==> config.mk <==
export PLATFORM = sky130hd
export DESIGN_NAME = uart_tx_scheduler
export DESIGN_NICKNAME = d
export VERILOG_FILES = /design/src/rtl/uart_pkg.sv /design/src/rtl/rr_arbiter.sv /design/src/rtl/uart_tx_scheduler.sv
export SDC_FILE = /design/constraint.sdc
export NUM_CORES = 1
export LEC_CHECK = 0
export BUFFER_PORTS_ARGS = -buffer_cell sky130_fd_sc_hd__buf_2
export CAP_MARGIN = 20
export CORE_ASPECT_RATIO = 0.5
export CORE_MARGIN = 5
export CORE_UTILIZATION = 40
export CTS_CLUSTER_SIZE = 40
export DETAILED_ROUTE_END_ITERATION = 8
export GPL_TIMING_DRIVEN = 0
export PLACE_DENSITY = 0.77
export SYNTH_ARGS = -nofsm -noshare
export SYNTH_HDL_FRONTEND = slang
export SYNTH_SLANG_ARGS = --single-unit
==> constraint.sdc <==
create_clock -name Clk -period 2.22 [get_ports Clk]
set_clock_uncertainty 0.2 [all_clocks]
set_input_delay 0.222 -clock Clk [delete_from_list [all_inputs] [get_ports Clk]]
set_output_delay 0.222 -clock Clk [all_outputs]
set_load 0.02 [all_outputs]
==> src/rtl/uart_pkg.sv <==
// Shared definitions for the UART transmit scheduler: state encoding and
// default sizing.
package uart_pkg;

  localparam int unsigned UART_NUM_REQ_DEF   = 4;
  localparam int unsigned UART_MAX_BURST_DEF = 16;

  typedef enum logic [1:0] {
    S_IDLE  = 2'd0,
    S_FETCH = 2'd1,
    S_SEND  = 2'd2
  } sched_state_t;

endpackage

==> src/rtl/rr_arbiter.sv <==
// Combinational round-robin picker: returns the first asserted request at or
// after the pointer, wrapping modulo N.
module rr_arbiter #(
  parameter int unsigned N  = 4,
  parameter int unsigned IW = (N > 1) ? $clog2(N) : 1
) (
  input  logic [N-1:0]  i_req,
  input  logic [IW-1:0] i_ptr,
  output logic [IW-1:0] o_idx,
  output logic          o_any
);

  always_comb begin
    int unsigned w_cand;
    o_idx  = '0;
    o_any  = 1'b0;
    w_cand = 0;
    for (int unsigned k = 0; k < N; k++) begin
      w_cand = (32'(i_ptr) + k) % N;
      if (!o_any && i_req[IW'(w_cand)]) begin
        o_any = 1'b1;
        o_idx = IW'(w_cand);
      end
    end
  end

endmodule

==> src/rtl/uart_tx_scheduler.sv <==
// Round-robin scheduler feeding bytes from several requesters into one UART
// transmitter, with bounded bursts per grant.
module uart_tx_scheduler
  import uart_pkg::*;
#(
  parameter int unsigned NUM_REQ   = UART_NUM_REQ_DEF,
  parameter int unsigned MAX_BURST = UART_MAX_BURST_DEF
) (
  input  logic                 Clk,
  input  logic                 Resetn,
  input  logic                 Enable,
  input  logic [NUM_REQ-1:0]   cfg_mask,
  input  logic [NUM_REQ-1:0]   req_valid,
  input  logic [NUM_REQ*8-1:0] req_data,
  input  logic [NUM_REQ-1:0]   req_last,
  output logic [NUM_REQ-1:0]   req_ready,
  input  logic                 tx_ready,
  output logic                 tx_w_en,
  output logic [7:0]           tx_w_data,
  output logic                 busy,
  output logic [2:0]           grant,
  output logic [15:0]          bytes_sent
);

  localparam int unsigned GW = $clog2(NUM_REQ);

  sched_state_t  r_state;
  logic [GW-1:0] r_grant;
  logic [GW-1:0] r_rr_ptr;
  logic [7:0]    r_burst_cnt;
  logic [7:0]    r_hold_data;
  logic          r_hold_last;
  logic [15:0]   r_bytes_sent;

  logic [GW-1:0] w_arb_idx;
  logic          w_arb_any;
  logic [GW-1:0] w_ptr_nxt;
  logic          w_fetch_pop;
  logic          w_accept;

  rr_arbiter #(.N(NUM_REQ), .IW(GW)) u_arb (
    .i_req (req_valid & cfg_mask),
    .i_ptr (r_rr_ptr),
    .o_idx (w_arb_idx),
    .o_any (w_arb_any)
  );

  // The owner keeps its grant even if its mask bit clears mid-burst.
  assign w_fetch_pop = (r_state == S_FETCH) && req_valid[r_grant];
  assign w_accept    = Enable && tx_ready && tx_w_en;
  assign w_ptr_nxt   = (32'(r_grant) == NUM_REQ - 1) ? '0 : r_grant + 1'b1;

  always_comb begin
    req_ready = '0;
    if (w_fetch_pop) req_ready[r_grant] = 1'b1;
  end

  always_ff @(posedge Clk or negedge Resetn) begin
    if (!Resetn) begin
      r_state      <= S_IDLE;
      r_grant      <= '0;
      r_rr_ptr     <= '0;
      r_burst_cnt  <= '0;
      r_hold_data  <= '0;
      r_hold_last  <= 1'b0;
      r_bytes_sent <= '0;
    end else begin
      case (r_state)
        S_IDLE: begin
          if (w_arb_any) begin
            r_grant     <= w_arb_idx;
            r_burst_cnt <= '0;
            r_state     <= S_FETCH;
          end
        end
        S_FETCH: begin
          if (req_valid[r_grant]) begin
            r_hold_data <= req_data[{r_grant, 3'b000} +: 8];
            r_hold_last <= req_last[r_grant];
            r_burst_cnt <= r_burst_cnt + 1'b1;
            r_state     <= S_SEND;
          end else begin
            r_rr_ptr <= w_ptr_nxt;
            r_state  <= S_IDLE;
          end
        end
        S_SEND: begin
          if (w_accept) begin
            if (r_bytes_sent != '1) r_bytes_sent <= r_bytes_sent + 1'b1;
            if (r_hold_last || (r_burst_cnt == 8'(MAX_BURST))) begin
              r_rr_ptr <= w_ptr_nxt;
              r_state  <= S_IDLE;
            end else begin
              r_state <= S_FETCH;
            end
          end
        end
        default: r_state <= S_IDLE;
      endcase
    end
  end

  assign tx_w_en    = (r_state == S_SEND);
  assign tx_w_data  = r_hold_data;
  assign busy       = (r_state != S_IDLE);
  assign grant      = 3'(r_grant);
  assign bytes_sent = r_bytes_sent;

endmodule

## Yosys cells after proc, flatten, opt, wreduce, memory -nomap -nowiden

Index checks and enable logic that the tools add are counted.

- Flip-flop bits (word level): 39
- Bits of input ports: 48
- Output and inout port bits: 33

- Add/subtract/negate cells: 6
- Order comparisons: 6
- Equality and inequality tests: 10
- Shift operators: 1
- Multiplexer cells: 36
- Bitwise gates (word level): 1
- Reductions and logical operators: 21

Operators by type and width:

| operator | number |
|---|---|
| variable part select 32 x 6 -> 8 bit | 1 |
| 2-to-1 mux 2 bit | 11 |
| adder 16 x 1 -> 16 bit, second input constant | 1 |
| 2-to-1 mux 8 bit | 2 |
| inequality test 16 bit, second input constant | 1 |
| one-hot mux 8 bit (2 select lines) | 1 |
| less-than comparator 2 x 3 -> 1 bit, second input constant | 5 |
| binary-select mux 1 bit (select 2 bit) | 6 |
| 2-to-1 mux 1 bit | 12 |
| adder 8 x 1 -> 8 bit, second input constant | 1 |
| == test 8 x 5 -> 1 bit, second input constant | 1 |
| inequality test 2 x 1 -> 1 bit, second input constant | 4 |
| logical AND 1 bit | 7 |
| one-hot mux 2 bit (3 select lines) | 1 |
| AND reduction 2 bit | 3 |
| AND reduction 3 bit | 2 |
| nonzero test 2 bit | 3 |
| adder 2 x 1 -> 2 bit, second input constant | 2 |
| adder 2 bit, second input constant | 2 |
| AND 4 bit | 1 |
| == test 2 bit, second input constant | 2 |
| 2-to-1 mux 4 bit | 1 |
| one-hot mux 2 bit (2 select lines) | 1 |
| AND reduction 4 bit | 1 |
| 7 further kinds | 9 |

## Depth between registers and ports, before layout

Gate-level depths: netlist (run 1).

- Word-level depth: 15
- Mapped depth: 6

## By module

A second synthesis (run 1) with hierarchy kept.

- Cell total of the unflattened synthesis: 235
- Area total of the unflattened synthesis: 2,279.7 um^2

Modules (own cells, without submodules):

| module | instances | cells an instance | area each (um^2) | sequential area each (um^2) |
|---|---|---|---|---|
| uart_tx_scheduler | 1 | 220 | 2,202.1 | 975.9 |
| rr_arbiter | 1 | 15 | 77.6 | 0.0 |

## Worst setup path after synthesis (run 1)

No wires, ideal clock.

- Kind: register -> register
- From: reg r_grant[0]
- To: reg r_state[1]
- Setup time: 0.127 ns
- Data arrival time: 1.776 ns
- Data required time: 1.893 ns
- Path slack: 0.117 ns
- Stages on the path, launching flop included: 5
- Path buffers: 1
- Period minus slack after synthesis: 2.103 ns
- Path through: dfrtp_1 -> mux4_2 -> and2_1 -> clkbuf_1 -> or2_2

- Cells in the longest elaborated chain, start to end: 4

RTL lines:

| item | RTL line | text |
|---|---|---|
| from (decl) | uart_tx_scheduler.sv:28 | `logic [GW-1:0] r_grant;` |
| from (signal assigned) | uart_tx_scheduler.sv:71 | `r_grant <= w_arb_idx;` |
| binary-select mux 1 bit (select 2 bit) | uart_tx_scheduler.sv:77 | `if (req_valid[r_grant]) begin` |
| 2-to-1 mux 1 bit (implied by the code) | uart_tx_scheduler.sv:77 |  |
| 2-to-1 mux 2 bit | uart_tx_scheduler.sv:77 |  |
| one-hot mux 2 bit (3 select lines) | uart_tx_scheduler.sv:68 | `case (r_state)` |
| to (signal assigned) | uart_tx_scheduler.sv:73 | `r_state <= S_FETCH;` |
| to (signal assigned) | uart_tx_scheduler.sv:81 | `r_state <= S_SEND;` |
| to (signal assigned) | uart_tx_scheduler.sv:84 | `r_state <= S_IDLE;` |
| to (decl) | uart_tx_scheduler.sv:27 | `sched_state_t r_state;` |

No other way between the ends. The select of a mux whose other input is x is not followed.
A chain may end at the register's enable or synchronous reset.

## Worst setup path after layout (run 1)

- From: reg r_grant[0]
- To: out req_ready[3]

- Cells in the longest elaborated chain, start to end: 5

RTL lines:

| item | RTL line | text |
|---|---|---|
| less-than comparator 2 x 3 -> 1 bit (implied by the code) / greater-or-equal comparator 2 x 1 -> 1 bit (equally long branches) | uart_tx_scheduler.sv:55 | `if (w_fetch_pop) req_ready[r_grant] = 1'b1;` |
| logical AND 1 bit (implied by the code) | uart_tx_scheduler.sv:55 |  |
| 2-to-1 mux 1 bit (implied by the code) | uart_tx_scheduler.sv:55 |  |
| demux 1 bit (select 2 bit) | uart_tx_scheduler.sv:55 |  |
| 2-to-1 mux 4 bit * | uart_tx_scheduler.sv:55 |  |
| to (decl) | uart_tx_scheduler.sv:16 | `output logic [NUM_REQ-1:0] req_ready,` |

Mark *: on every way between the ends. The rest lies on a longest branch, timed or not. The select of a mux whose other input is x is not followed.

==> impl_metrics.json, run 1 <==
{
  "worst_pin_slew_ns": 0.878,
  "via_per_inst": 5.25,
  "crit_fanout": 10,
  "synth-simple-area-share": 0.257,
  "startpoint_type": "flip-flop",
  "cts_buffers": 5,
  "fp-row-count": 19,
  "synth-xor-area-share": 0.0568,
  "synthAdderAreaFrac": 0.0379,
  "hold_viol_final": 0,
  "tns_ns": 0,
  "muxShareOfSynthArea": 0.135,
  "fp.dieW_um": 118,
  "critPathBufInv": 2,
  "hold_ws_ns": 0.106,
  "track_usage": 0.157,
  "fin_ws_ns": 0.0610,
  "path_clk_slew_ns": 0.05,
  "synth_compound_area_frac": 0.0574,
  "synth.most_common_cell": "nand2_1",
  "grt_pass1_wl_um": 9790,
  "cts_max_level": 2,
  "wl_um": 5750,
  "drtPass1Iterations": 6,
  "post_synth_instance_area_um2": 2310,
  "wl_per_cell_um": 14.9,
  "syn_to_final_growth_pct": 29.4,
  "cts_max_path_buffers": 2,
  "place_hpwl_um": 4420,
  "async_flop_share": 1.00,
  "slew_headroom": 0.415,
  "num_vias": 2031,
  "yosys_warnings": 0,
  "crit_slowest_cell": "mux4_2",
  "dieArea_um2": 7490,
  "post-route-period-util": 0.973,
  "clock_sinks": 39,
  "worst_hold_path_type": "in -> reg",
  "ys.flop_type": "dfrtp_1",
  "insertion_delay_ns": 0.28,
  "crit_family": "multiplexers",
  "p_leak_nw": 1.55,
  "worstSetupPathType": "reg -> out",
  "final_core_util": 0.540,
  "ant_nets": 0,
  "antenna_found_initial": 0,
  "rsz0062_at_grt": "no",
  "nets": 368,
  "drt-initial-drc-count": 101,
  "seq_area_frac_synth": 0.422,
  "required_ns": 1.80,
  "cpPeakStageDelay_ns": 0.55,
  "synth_seq_cells": 39,
  "grt_max_degree": 40,
  "synth_edf_count": 0,
  "period_needed_ns": 2.16,
  "overflow": 0,
  "final-max-slew-violation-count": 0,
  "synth_top_area_share": 0.422,
  "cts-root-buf": "clkbuf_16",
  "diodes": 0,
  "drive_above_1_share": 0.389,
  "critical_path.cell_chain": "mux4_2 > buf_4 > and3_1 > buf_2",
  "coreArea_um2": 5540,
  "drv_cap": 0,
  "portBuffers": 79,
  "gp_routability_congestion": 0.888,
  "grt_pass1_vias": 2060,
  "drc": 0,
  "preCtsSetupSlack_ns": -0.0198,
  "finalSetupViolCount": 0,
  "ios": 81,
  "yosysTopAreaCell": "dfrtp_1",
  "synth.distinct_cells": 50,
  "synth_top_family_by_area": "simple AND/OR/NAND/NOR gates",
  "synth.avg_cell_area_um2": 10.5,
  "endpoint_kind": "output pin",
  "synthTopCellsByArea": "dfrtp_1 (42%), mux4_2 (9.7%), nand2_1 (7.0%)",
  "synthCells": 221,
  "cts_tree": "yes",
  "die_h_um": 63.8,
  "timing.fmax_mhz": 463,
  "status": "finished clean",
  "synth_common_cells": "nand2_1 (43), dfrtp_1 (39), inv_1 (10), mux4_2 (10), xor2_1 (10)",
  "start_util": 0.417,
  "ir_drop_v": 0.000394,
  "synth_nets": 276,
  "worst_ep_arrival_time_ns": 1.74,
  "p_per_area_nw_per_um2": 990
}
==> stage by stage <==
step / area (µm²) / total power, mW / instances
floorplan: 2310 / 1.88 / 221
global placement: 2800 / 2.22 / 373
detailed placement: 2800 / 2.26 / 373
CTS: 2970 / 2.98 / 385
global route: 2990 / 3.19 / 387
finish: 2990 / 2.96 / 387
==> sequential cells by signal, summed over array words and instances, names as in the netlist <==
signal,cells
tx_w_data,8
r_grant,2
r_state,2
r_rr_ptr,2
bytes_sent,16
r_hold_last,1
r_burst_cnt,8
==> tightest hold or removal path: stages <==
cell and delay, ns:
buf_2 0.11, a21oi_1 0.09, a21oi_1 0.12
==> final timing paths <==
path                               from        endpoint  slack [ns]  cells after the start
min in group asynchronous        Resetn      r_grant[0]        0.41                      2
setup reg to reg             r_state[0]  bytes_sent[14]        0.18                      4
hold reg to reg            tx_w_data[5]    tx_w_data[5]        0.27                      2
hold / removal                 tx_ready      r_state[0]        0.11                      3
setup / recovery             r_grant[0]    req_ready[3]        0.06                      4
max in group asynchronous        Resetn      r_grant[0]        0.81                      2
==> cell usage in the layout, fill, tap and decap left out, drive strengths merged, types with 2 or more instances in the layout <==
cell type,count
ha,7
a21oi,5
nor3,9
nand4,7
or2,2
nand2,43
o21a,2
nor2,5
buf,88
nand3,8
nor3b,4
clkbuf,11
nor4,5
xnor2,5
and2,3
o21ai,4
mux2,6
or3,2
xor2,10
inv,10
nand2b,2
and3,5
mux2i,2
dfrtp,39
mux4,10
==> where the power goes <==
part / switching, mW / internal (mW)
Clock: 0.261 / 0.415
Combinational: 0.691 / 0.546
Sequential: 0.167 / 0.881
==> cell type report <==
type | count | area, µm²
plain buffers | 7 | 35.0
repair buffers | 86 | 450
flip-flops and latches | 39 | 977
inverters | 10 | 37.5
multi-input cells | 164 | 1260
fillers | 491 | 2550
clock inverters | 1 | 5.00
well taps | 73 | 91.3
clock buffers | 7 | 133
==> per-layer routing <==
layer / routed length (µm) / share of wire / track usage
met5: 0 / 0 / 0
met4: 87 / 0.015 / 0.0572
met1: 2350 / 0.41 / 0.181
met3: 388 / 0.067 / 0.0511
met2: 2920 / 0.51 / 0.276
==> cell families after synthesis <==
kind of cell,count (synthesis)
flip-flops,39
other,1
multiplexers,18
AO/OA/AOI/OAI,20
XOR/XNOR,15
AND/OR/NAND/NOR,103
buffers and inverters,18
adder cells (fa/ha/maj),7
==> what timing repair did <==
action	CTS	global route
setup endpoints to repair	5	5
gates resized for setup	2	2
hold buffers	1	0
buffers inserted	3	3
hold endpoints to repair	39	0
pin swaps	0	1
Power figures use the tool's default switching activity.
==> run 2: changes to the inputs <==
--- a/config.mk
+++ b/config.mk
@@ -9,11 +9,13 @@
 export CAP_MARGIN = 20
 export CORE_ASPECT_RATIO = 0.5
 export CORE_MARGIN = 5
-export CORE_UTILIZATION = 40
+export CORE_UTILIZATION = 39
+export CTS_BUF_LIST = sky130_fd_sc_hd__clkbuf_2
 export CTS_CLUSTER_SIZE = 40
 export DETAILED_ROUTE_END_ITERATION = 8
 export GPL_TIMING_DRIVEN = 0
-export PLACE_DENSITY = 0.77
+export HOLD_SLACK_MARGIN = 0.03
+export PLACE_DENSITY = 0.76
 export SYNTH_ARGS = -nofsm -noshare
 export SYNTH_HDL_FRONTEND = slang
 export SYNTH_SLANG_ARGS = --single-unit
==> impl_metrics.json, run 2 (same netlist as run 1, synthesis figures left out) <==
{
  "status": "finished clean",
  "overflow": 0,
  "ff2ff_path_depth": 4,
  "diodes": 0,
  "timing.fmax_mhz": 452,
  "nets": 386,
  "drt-initial-drc-count": 91,
  "dpl_cell_area_um2": 2800,
  "largest_reg_flops": 16,
  "final_area_um2": 3110,
  "ant_nets": 0,
  "period_needed_ns": 2.21,
  "nFillCells": 482,
  "worstReg2RegEnd": "bytes_sent[14]",
  "num_vias": 2062,
  "cts_max_path_buffers": 2,
  "dieArea_um2": 7660,
  "place_hpwl_um": 4220,
  "track_usage": 0.146,
  "grt_max_degree": 40,
  "rsz0062_at_grt": "yes",
  "ir_drop_v": 0.000400,
  "hold_viol_final": 0,
  "worstSetupPathType": "in -> out",
  "drtPass1Iterations": 4,
  "reg2reg_slack_ns": 0.12,
  "via_per_inst": 5.09,
  "required_ns": 1.80,
  "p_per_area_nw_per_um2": 881,
  "grt_pass1_vias": 1982,
  "tns_ns": 0,
  "cp_common_cell": "buf_2",
  "worst_ep_arrival_time_ns": 1.79,
  "worst_r2r_startpoint": "r_state[0]",
  "portBuffers": 79,
  "cts-root-buf": "clkbuf_2",
  "crit_fanout": 6,
  "fp-row-count": 19,
  "critical_path.cell_chain": "dlygate4sd3_1 > buf_2 > mux4_2 > and3_1 > buf_2",
  "post-route-period-util": 0.996,
  "coreArea_um2": 5610,
  "finalSetupViolCount": 0,
  "syn_to_final_growth_pct": 34.5,
  "endpoint_kind": "output pin",
  "worst_hold_path_type": "in -> reg",
  "cts_tree": "yes",
  "p_leak_nw": 1.60,
  "cts_max_level": 2,
  "final-max-slew-violation-count": 0,
  "critPathBufInv": 3,
  "antenna_found_initial": 0,
  "drive_above_1_share": 0.364,
  "slew_headroom": 0.418,
  "crit_slowest_cell": "dlygate4sd3_1",
  "grt_pass1_wl_um": 9220,
  "crit_start": "req_valid[3]",
  "cpPeakStageDelay_ns": 0.53,
  "cts_buffers": 5,
  "clock_sinks": 39,
  "endpoint": "req_ready[3]",
  "seqCellArea_um2": 977,
  "most-common-layout-cells": "buf_2 (79), nand2_1 (43), dfrtp_1 (38), dlygate4sd3_1 (22)",
  "drc": 0,
  "worst_pin_slew_ns": 0.873,
  "ios": 81,
  "wl_per_cell_um": 14.5,
  "crit_family": "buffers and inverters",
  "die_h_um": 64.4,
  "drv_cap": 0,
  "path_clk_slew_ns": 0.20,
  "startpoint_type": "input port",
  "final_common_cell": "buf_2",
  "gp_routability_congestion": 0.892,
  "wl_um": 5870,
  "start_util": 0.412,
  "insertion_delay_ns": 0.37,
  "multi_input_area_um2": 1260,
  "fp.dieW_um": 119,
  "cp.depth": 5
}
run 2: changes by cell type in the layout (fill, tap and decap cells not counted), sizes merged:
cell / before / now
dlygate4sd3: 1 / 22
buf: 88 / 84
bufinv: 0 / 1
clkbuf: 11 / 10
clkinv: 1 / 2
run 2: worst min-delay path, stage by stage:
cell and delay, ns:
buf_2 0.07, mux4_2 0.22, nand2_1 0.05, nand2_1 0.05
run 2: metrics by stage:
stage	total power [mW]	hold WS [ns]	worst slack (ns)	util	cells
final	2.74	0.0530	0.00794	0.554	405
after global routing	2.95	0.0304	-0.0523	0.554	405
after CTS	2.73	0.0304	0.0245	0.525	389
after detailed placement	2.25	0.189	0.0123	0.499	373
after global placement	2.22	0.178	0.0323	0.499	373
after floorplan	1.88	-0.274	0.117	-	221
run 2: layout make-up:
class,count,area share
inverters,10,0.0121
clock inverters,3,0.0125
clock buffers,5,0.00805
repair buffers,104,0.205
plain buffers,7,0.0125
flip-flops and latches,39,0.314
multi-input cells,164,0.406
well taps,73,0.0294
run 2: power by group:
part / leakage [nW] / switching, mW / internal, mW
Combinational: 1.06 / 0.693 / 0.581
Clock: 0.0404 / 0.232 / 0.186
Sequential: 0.500 / 0.170 / 0.877
run 2: worst min path at each step:
stage / from / end / slack [ns] / depth (start not counted)
after floorplan: Resetn / bytes_sent[0] / -0.27 / 0
final: req_data[23] / tx_w_data[7] / 0.05 / 4
after global placement: Resetn / r_grant[0] / 0.18 / 1
after global routing: req_last[0] / r_hold_last / 0.03 / 4
after detailed placement: Resetn / r_grant[0] / 0.19 / 1
after CTS: req_last[2] / r_hold_last / 0.03 / 4
run 2: what timing repair did:
item	4_1_cts	5_1_grt
buffers inserted	3	0
hold buffers	6	16
endpoints found under the hold margin	42	6
resized for setup	3	3
setup endpoints to repair	5	13
run 2: metal layers:
metal / track usage / vias up / routed length (µm)
li1: - / 1012 / -
met1: 0.170 / 985 / 2450
met2: 0.267 / 55 / 2990
met3: 0.0434 / 10 / 307
met4: 0.0404 / 0 / 119
met5: 0 / - / 0
==> run 3: changes to the inputs <==
--- a/config.mk
+++ b/config.mk
@@ -9,13 +9,13 @@
 export CAP_MARGIN = 20
 export CORE_ASPECT_RATIO = 0.5
 export CORE_MARGIN = 5
-export CORE_UTILIZATION = 39
+export CORE_UTILIZATION = 43
 export CTS_BUF_LIST = sky130_fd_sc_hd__clkbuf_2
 export CTS_CLUSTER_SIZE = 40
 export DETAILED_ROUTE_END_ITERATION = 8
 export GPL_TIMING_DRIVEN = 0
 export HOLD_SLACK_MARGIN = 0.03
-export PLACE_DENSITY = 0.76
+export PLACE_DENSITY = 0.81
 export SYNTH_ARGS = -nofsm -noshare
 export SYNTH_HDL_FRONTEND = slang
 export SYNTH_SLANG_ARGS = --single-unit
==> impl_metrics.json, run 3 (same netlist as run 1, synthesis figures left out) <==
{
  "num_vias": 2093,
  "cts_max_path_buffers": 2,
  "worst_hold_path_type": "in -> reg",
  "final_common_cell": "buf_2",
  "startpoint_type": "input port",
  "cts_max_level": 2,
  "cts-root-buf": "clkbuf_2",
  "overflow": 0,
  "crit_start": "req_valid[3]",
  "cts_buffers": 5,
  "grt_pass1_wl_um": 9430,
  "nFillCells": 430,
  "portBuffers": 79,
  "gp_routability_congestion": 0.852,
  "ir_drop_v": 0.000466,
  "ant_nets": 0,
  "required_ns": 1.80,
  "fp.dieW_um": 114,
  "antenna_found_initial": 0,
  "hold_viol_final": 0,
  "period_needed_ns": 2.20,
  "track_usage": 0.170,
  "ff2ff_path_depth": 5,
  "wl_um": 6000,
  "clock_sinks": 39,
  "final_area_um2": 3080,
  "dpl_cell_area_um2": 2800,
  "largest_reg_flops": 16,
  "grt_pass1_vias": 2094,
  "whs_path_depth": 4,
  "p_leak_nw": 1.59,
  "drv_cap": 0,
  "wl_per_cell_um": 14.9,
  "grt_max_degree": 40,
  "via_per_inst": 5.21,
  "coreArea_um2": 5070,
  "insertion_delay_ns": 0.39,
  "fp-row-count": 18,
  "worst_ep_arrival_time_ns": 1.77,
  "drc": 0,
  "nets": 386,
  "p_per_area_nw_per_um2": 876,
  "diodes": 0,
  "reg2reg_slack_ns": 0.06,
  "die_h_um": 61.9,
  "worstSetupPathType": "in -> out",
  "ios": 81,
  "post-route-period-util": 0.989,
  "worst_r2r_startpoint": "r_grant[0]",
  "final-max-slew-violation-count": 0,
  "status": "finished clean",
  "most-common-layout-cells": "buf_2 (78), nand2_1 (43), dfrtp_1 (37), dlygate4sd3_1 (17)",
  "timing.fmax_mhz": 455,
  "rsz0062_at_grt": "yes",
  "slew_headroom": 0.426,
  "syn_to_final_growth_pct": 33.2,
  "worst_pin_slew_ns": 0.860,
  "crit_fanout": 6,
  "finalSetupViolCount": 0,
  "place_hpwl_um": 4480,
  "cts_tree": "yes",
  "dieArea_um2": 7030,
  "worstReg2RegEnd": "r_state[1]",
  "min_from": "req_data[16]",
  "drtPass1Iterations": 4,
  "final_core_util": 0.608,
  "start_util": 0.456,
  "drive_above_1_share": 0.383,
  "hold_path_end": "tx_w_data[0]",
  "endpoint_kind": "output pin",
  "drt-initial-drc-count": 73,
  "path_clk_slew_ns": 0.18
}
[run 3: layer usage]
| layer | share of wire | GRT usage | vias up | wire [µm] |
|---|---|---|---|---|
| met5 | 0 | 0 | - | 0 |
| met4 | 0.022 | 0.0685 | 0 | 130 |
| met3 | 0.046 | 0.0416 | 15 | 277 |
| met2 | 0.52 | 0.304 | 60 | 3100 |
| met1 | 0.42 | 0.205 | 1008 | 2490 |
| li1 | - | - | 1010 | - |
[run 3: critical path: stages]
cell	delay, ns
dlygate4sd3_1	0.54
buf_2	0.14
mux4_2	0.52
and3_1	0.20
buf_2	0.15
[run 3: power breakdown]
group	total [mW]	switching, mW	internal [mW]
Combinational	1.34	0.711	0.625
Sequential	1.06	0.177	0.879
Clock	0.307	0.231	0.0758
Total	2.70	1.12	1.58
[run 3: repair_timing]
action | 4_1_cts | 5_1_grt
pin swaps | 0 | 1
resized for setup | 2 | 7
hold buffers | 14 | 3
setup buffers | 5 | 4
hold endpoints to repair | 46 | 2
endpoints found under the setup margin | 4 | 10
[run 3: cell type report]
| class | instances | area (µm²) | area share |
|---|---|---|---|
| clock buffers | 6 | 30.0 | 0.00975 |
| well taps | 70 | 87.6 | 0.0284 |
| flip-flops and latches | 39 | 978 | 0.318 |
| clock inverters | 2 | 7.51 | 0.00244 |
| plain buffers | 6 | 31.3 | 0.0102 |
| inverters | 10 | 37.5 | 0.0122 |
| repair buffers | 105 | 639 | 0.208 |
| multi-input cells | 164 | 1270 | 0.412 |
[run 3: per-stage QoR]
| stage | std cells | total power [mW] | TNS [ns] | hold WS, ns | setup WS [ns] |
|---|---|---|---|---|---|
| after global routing | 402 | 2.90 | -0.0349 | 0.0308 | -0.0238 |
| final | 402 | 2.70 | 0 | 0.0423 | 0.0234 |
| after global placement | 370 | 2.22 | 0 | 0.167 | 0.0579 |
| after floorplan | 221 | 1.88 | 0 | -0.274 | 0.117 |
| after CTS | 395 | 2.68 | 0 | 0.0300 | 0.00386 |
| after detailed placement | 370 | 2.29 | 0 | 0.191 | 0.0430 |
[run 3: worst max path at each step]
stage                              end  slack, ns  cells after the start
after global placement      r_state[1]       0.06                      4
after floorplan             r_state[1]       0.12                      4
final                     req_ready[1]       0.02                      5
after global routing        r_state[1]      -0.02                      7
after detailed placement    r_state[1]       0.04                      4
after CTS                 req_ready[0]      0.004                      5
